### config.mk
export PLATFORM = sky130hd
export DESIGN_NAME = ecc_inject_sequencer
export DESIGN_NICKNAME = d
export VERILOG_FILES = /design/src/rtl/ecc_inject_sequencer.sv
export SDC_FILE = /design/constraint.sdc
export NUM_CORES = 1
export LEC_CHECK = 0
export CAP_MARGIN = 20
export CORE_MARGIN = 3
export CORE_UTILIZATION = 51
export DETAILED_ROUTE_END_ITERATION = 10
export PLACE_DENSITY = 0.78
export SETUP_SLACK_MARGIN = 0.4
export SLEW_MARGIN = 20
export SYNTH_ARGS = -nofsm -noshare
export SYNTH_HDL_FRONTEND = slang
export SYNTH_SLANG_ARGS = --single-unit
### constraint.sdc
create_clock -name clk_i -period 2.8 [get_ports clk_i]
set_clock_uncertainty 0.05 [all_clocks]
set_input_delay 0.28 -clock clk_i [delete_from_list [all_inputs] [get_ports clk_i]]
set_output_delay 0.28 -clock clk_i [all_outputs]
set_load 0.005 [all_outputs]
### src/rtl/ecc_inject_sequencer.sv
// ecc_inject_sequencer
//   Self-test controller for a SEC-DED path (encoder -> error toggler -> decoder).
//   A run sweeps the toggler error select through 4'hF (no injection) and then
//   indices 0..12, driving the test byte into the encoder and checking the
//   decoder response DEC_LAT cycles later. PASSES sweeps make one run.
//
//   Optional feature macro: SEQ_LFSR_EN
//     defined   : the test byte is an 8-bit Fibonacci LFSR seeded from
//                 data_pattern_i (0 -> 8'hA5), advanced at the start of every
//                 pass after the first.
//     undefined : the byte latched at start is used for every pass.
//
// Ports
//   clk_i, reset_i        clock (rising edge), async active-high reset
//   start_i, abort_i      run request (IDLE only), synchronous abort
//   data_pattern_i        test byte / LFSR seed, latched on accepted start
//   dec_data_i/_single_i/_double_i   decoder outputs under test
//   err_sel_o, enc_data_o toggler select (4'hF = none) and encoder byte
//   busy_o, done_o, pass_o           run status
//   fail_count_o          failing steps (saturating), first_fail_idx_o (4'hE = none)
module ecc_inject_sequencer #(
    parameter int DEC_LAT = 1,
    parameter int PASSES  = 1
) (
    input  logic       clk_i,
    input  logic       reset_i,
    input  logic       start_i,
    input  logic       abort_i,
    input  logic [7:0] data_pattern_i,
    input  logic [7:0] dec_data_i,
    input  logic       dec_single_i,
    input  logic       dec_double_i,
    output logic [3:0] err_sel_o,
    output logic [7:0] enc_data_o,
    output logic       busy_o,
    output logic       done_o,
    output logic       pass_o,
    output logic [7:0] fail_count_o,
    output logic [3:0] first_fail_idx_o
);

    typedef enum logic [1:0] {IDLE, STEP, DONE} state_e;

    localparam logic [3:0] NO_ERR    = 4'hF;
    localparam logic [3:0] NO_FAIL   = 4'hE;
    localparam logic [3:0] LAST_IDX  = 4'd12;
    localparam logic [3:0] LAT       = 4'(DEC_LAT);
    localparam logic [7:0] LAST_PASS = 8'(PASSES - 1);

    state_e     state_q;
    logic [3:0] err_sel_q, first_fail_q, wait_q;
    logic [7:0] enc_data_q, fail_count_q, pass_cnt_q;
    logic       busy_q, done_q, pass_q;

    logic       sample_d, step_fail_d;
    logic [3:0] next_sel_d;
    logic [7:0] fail_count_d, seed_d, next_pat_d;

    // Sample edge of the current step: the decoder has had DEC_LAT cycles.
    assign sample_d   = (wait_q == LAT);
    // Only the no-injection step expects a clean decode; every index must be
    // reported as a corrected single-bit error with the original byte.
    assign step_fail_d = (dec_data_i != enc_data_q)
                       || (dec_single_i != (err_sel_q != NO_ERR))
                       || dec_double_i;
    assign fail_count_d = (step_fail_d && fail_count_q != 8'hFF)
                        ? fail_count_q + 8'd1 : fail_count_q;
    assign next_sel_d = (err_sel_q == NO_ERR) ? 4'd0 : err_sel_q + 4'd1;

`ifdef SEQ_LFSR_EN
    // An all-zero seed would lock the LFSR, so substitute a fixed nonzero one.
    assign seed_d     = (data_pattern_i == 8'h00) ? 8'hA5 : data_pattern_i;
    assign next_pat_d = {enc_data_q[6:0],
                         enc_data_q[7] ^ enc_data_q[5] ^ enc_data_q[4] ^ enc_data_q[3]};
`else
    assign seed_d     = data_pattern_i;
    assign next_pat_d = enc_data_q;
`endif

    always_ff @(posedge clk_i or posedge reset_i) begin
        if (reset_i) begin
            state_q      <= IDLE;
            err_sel_q    <= NO_ERR;
            enc_data_q   <= 8'h00;
            busy_q       <= 1'b0;
            done_q       <= 1'b0;
            pass_q       <= 1'b0;
            fail_count_q <= 8'h00;
            first_fail_q <= NO_FAIL;
            wait_q       <= 4'd0;
            pass_cnt_q   <= 8'h00;
        end else begin
            done_q <= 1'b0;
            case (state_q)
                IDLE: begin
                    if (start_i) begin
                        state_q      <= STEP;
                        err_sel_q    <= NO_ERR;
                        enc_data_q   <= seed_d;
                        wait_q       <= 4'd0;
                        pass_cnt_q   <= 8'h00;
                        busy_q       <= 1'b1;
                        pass_q       <= 1'b0;
                        fail_count_q <= 8'h00;
                        first_fail_q <= NO_FAIL;
                    end
                end
                STEP: begin
                    if (abort_i) begin
                        // Abort beats the sample on the same edge; partial
                        // counts are left visible.
                        state_q    <= IDLE;
                        err_sel_q  <= NO_ERR;
                        busy_q     <= 1'b0;
                        pass_q     <= 1'b0;
                        wait_q     <= 4'd0;
                        pass_cnt_q <= 8'h00;
                    end else if (!sample_d) begin
                        wait_q <= wait_q + 4'd1;
                    end else begin
                        wait_q       <= 4'd0;
                        fail_count_q <= fail_count_d;
                        if (step_fail_d && fail_count_q == 8'h00)
                            first_fail_q <= err_sel_q;
                        if (err_sel_q != LAST_IDX) begin
                            err_sel_q <= next_sel_d;
                        end else begin
                            err_sel_q <= NO_ERR;
                            if (pass_cnt_q == LAST_PASS) begin
                                state_q    <= DONE;
                                done_q     <= 1'b1;
                                busy_q     <= 1'b0;
                                pass_q     <= (fail_count_d == 8'h00);
                                pass_cnt_q <= 8'h00;
                            end else begin
                                pass_cnt_q <= pass_cnt_q + 8'd1;
                                enc_data_q <= next_pat_d;
                            end
                        end
                    end
                end
                // One-cycle status slot; start is not accepted here.
                DONE:    state_q <= IDLE;
                default: state_q <= IDLE;
            endcase
        end
    end

    assign err_sel_o        = err_sel_q;
    assign enc_data_o       = enc_data_q;
    assign busy_o           = busy_q;
    assign done_o           = done_q;
    assign pass_o           = pass_q;
    assign fail_count_o     = fail_count_q;
    assign first_fail_idx_o = first_fail_q;

endmodule
==> summary.txt <==
Run status - finished, final reports clean
R2r endpoint - pass_o
Synth Register Bits - 41
Largest net degree at the start of global routing - 42
Number of buffers created by CTS - 5
I/O pin count - 49
Layout cells sized above 1 - 13.6%
Worst Hold Class - input port to asynchronous set/reset pin
Worst-skew pair later-pin latency - 0.30 ns
Fin nets - 346
Worst slew margin - 60.1%
R2R setup slack - 0.47 ns
Grt ovf - 0
Sequential share of the synthesized area - 44.8%
GRT Total Usage - 22.4%
Crit path top cell by count - buf_4
P_leak - 1.36 nW
Max_cap viols - 0
Tmin final - 2.33 ns
CP Launch Type - flip-flop
Setup violations, final - 0
Cells after synthesis - 258
H-tree levels - 2
Mean number of vias per cell - 5.91
CP max stage delay - 0.59 ns
RSZ-0062 raised after global routing - no
Slew of the pin with the lowest slew margin - 0.595 ns
Post-Syn Area - 2310 sq um
Initial antenna violation count - 0
Post-DP HPWL - 3780 um
Die Wd - 73.3 um
Ys async rst share - 100%
DR vias - 2170
Cell variety after synth - 44
Fin Hold WS - 0.349 ns
TritonCTS clock tree - built
Worst path slowest cell - dfstp_2
Simple logic cell fraction of the synthesized area - 25.5%
Clk slew on worst S/H paths - 0.08 ns
Worst vdd ir - 0.538 mV
Largest family of logic cells by synthesized area - simple AND/OR/NAND/NOR gates
Adder-Cell Fraction of Synth Area - 4.34%
Ys Warns - 0
DRT iter0 DRCs - 229
DIE AREA - 5370 sq um
Worst reg2reg path depth - 9
Die span in y - 73.3 um
CTS root buf - clkbuf_8
N_diodes - 0
Synth Area in XOR/XNOR - 4.18%
Avg WL per Cell - 16.1 um
Critical path peak fanout - 6
EDFF count, synth - 0
Hold Fails Final Rpt - 0
Commonest cells after routing, fill and taps aside - 48 x nand2_1, 48 x clkdlybuf4s50_1, 32 x dfrtp_1
DRC violations left - 0
Top cells by area, synth - dfrtp_1 37%, dfstp_2 8.0%, nand2_1 7.8%
P&R area growth vs syn - 31.0%
Clock Sinks - 41
Final TNS setup - 0 ns
Port bufs - 48
First-pass GRT wire length - 9330 um
Complex-gate fraction of the synthesized area - 15.3%
Crit Path Class - flip-flop to flip-flop
FMAX - 0.429 GHz
Synth area leader - dfrtp_1
Initial Util - 55.3%
Pwr/cell area - 820 nW/um^2
Rows - 23
Syn avg cell area - 8.94 sq um
CP arrival - 2.49 ns
CTS Buffer Depth - 2
Cells along the critical path - ha_2 > nand3_1 > xnor2_2 > buf_4 > nand4_2 > buf_4 > nand4_1 > a22o_1 > o31ai_2
CORE AREA - 4170 sq um
Cell family with most CP delay - flip-flops
Worst Setup End Kind - flip-flop
Area fraction of the dominant cell type after synthesis - 36.9%
Final ANT Viol Nets - 0
Main flop type after synthesis - dfrtp_1
WL final - 5900 um
Number of global-route vias before repair - 1975
Drt pass-1 iters - 5
Tcrit/Tclk final - 83.2%
Final Slew Violations - 0
Synth Net Count - 288
Reg-to-Reg Start - err_sel_o[0]
CP Buf/Inv Count - 2
Mux contribution to synthesized area - 2.33%
Global placement routability congestion - 0.941
Worst Path Required - 2.96 ns
## cells in the mapped netlist, types with 3 or more instances
master     n
a21o_1     3
a21oi_1    5
a31oi_1    5
and3_1     5
buf_2      4
clkbuf_1   3
dfrtp_1   34
dfstp_2    7
ha_1       8
inv_1     13
mux2_2     3
nand2_1   48
nand2b_1   6
nand3_1   15
nand4_1    6
nor2_1    14
nor3_1     8
o21ai_0   27
o31ai_1    5
xor2_1     9
## cells by family after synthesis
group           count (synthesis)
compound gates                 55
xor+xnor                       11
fa+ha+maj                       8
buf+inv                        20
flops                          41
mux                             5
simple gates                  118
## flip-flops by register name, indices dropped and copies added (netlist names)
signal,count
enc_data_o,8
fail_count_o,8
pass_cnt_q,8
err_sel_o,4
first_fail_idx_o,4
wait_q,4
state_q,2
busy_o,1
done_o,1
pass_o,1
## worst reg2reg max path, stage by stage, from the launching register on
cell     delay, ns
dfstp_2       0.59
ha_2          0.22
nand3_1       0.15
xnor2_2       0.20
buf_4         0.15
nand4_2       0.14
buf_4         0.14
nand4_1       0.11
a22o_1        0.27
o31ai_2       0.22
## metrics by stage
| stage | setup WS, ns | std cells | utilization [%] | cell area (sq um) | power (mW) |
|---|---|---|---|---|---|
| 6_report | 0.470 | 367 | 72.4 | 3020 | 2.48 |
| 5_1_grt | 0.380 | 367 | 72.4 | 3020 | 2.67 |
| 4_1_cts | 0.429 | 360 | 70.7 | 2950 | 2.42 |
| 3_5_place_dp | 0.320 | 352 | 68.1 | 2840 | 1.98 |
| 3_3_place_gp | 0.348 | 352 | 68.1 | 2840 | 1.95 |
| 2_1_floorplan | 0.745 | 258 | - | 2310 | 1.51 |
## worst max path at each step
stage,start,to,depth (start not counted)
2_1_floorplan,fail_count_o[0],pass_o,7
3_3_place_gp,dec_data_i[0],pass_o,7
3_5_place_dp,dec_data_i[0],pass_o,7
4_1_cts,fail_count_o[1],fail_count_o[1],7
5_1_grt,wait_q[1],fail_count_o[5],8
6_report,err_sel_o[0],pass_o,9
## per-layer routing
metal / vias up / share of wire [%] / global-route usage (%)
li1: 1026 / - / -
met1: 1040 / 42 / 29.5
met2: 94 / 51 / 36.9
met3: 10 / 5.5 / 4.92
met4: 0 / 1.2 / 6.35
met5: - / 0 / 0
## final cells by class
class	instances	area [sq um]
Sequential cell	41	1040
Multi-Input combinational cell	198	1230
Tap cell	50	62.6
Clock inverter	1	7.51
Inverter	13	48.8
Fill cell	301	1150
Clock buffer	7	86.3
Timing Repair Buffer	57	548
## what timing repair did
item / in CTS / in global routing
gates cloned: 0 / 1
endpoints found under the setup margin: 4 / 8
hold buffers: 0 / 0
pin swaps: 1 / 1
setup buffers: 0 / 6
resized for setup: 2 / 5
## power breakdown
part           total, mW  internal, mW  switching (mW)
clock              0.415         0.201           0.214
sequential         0.939         0.781           0.158
combinational       1.12         0.554           0.569
(Power assumes the default switching activity.)
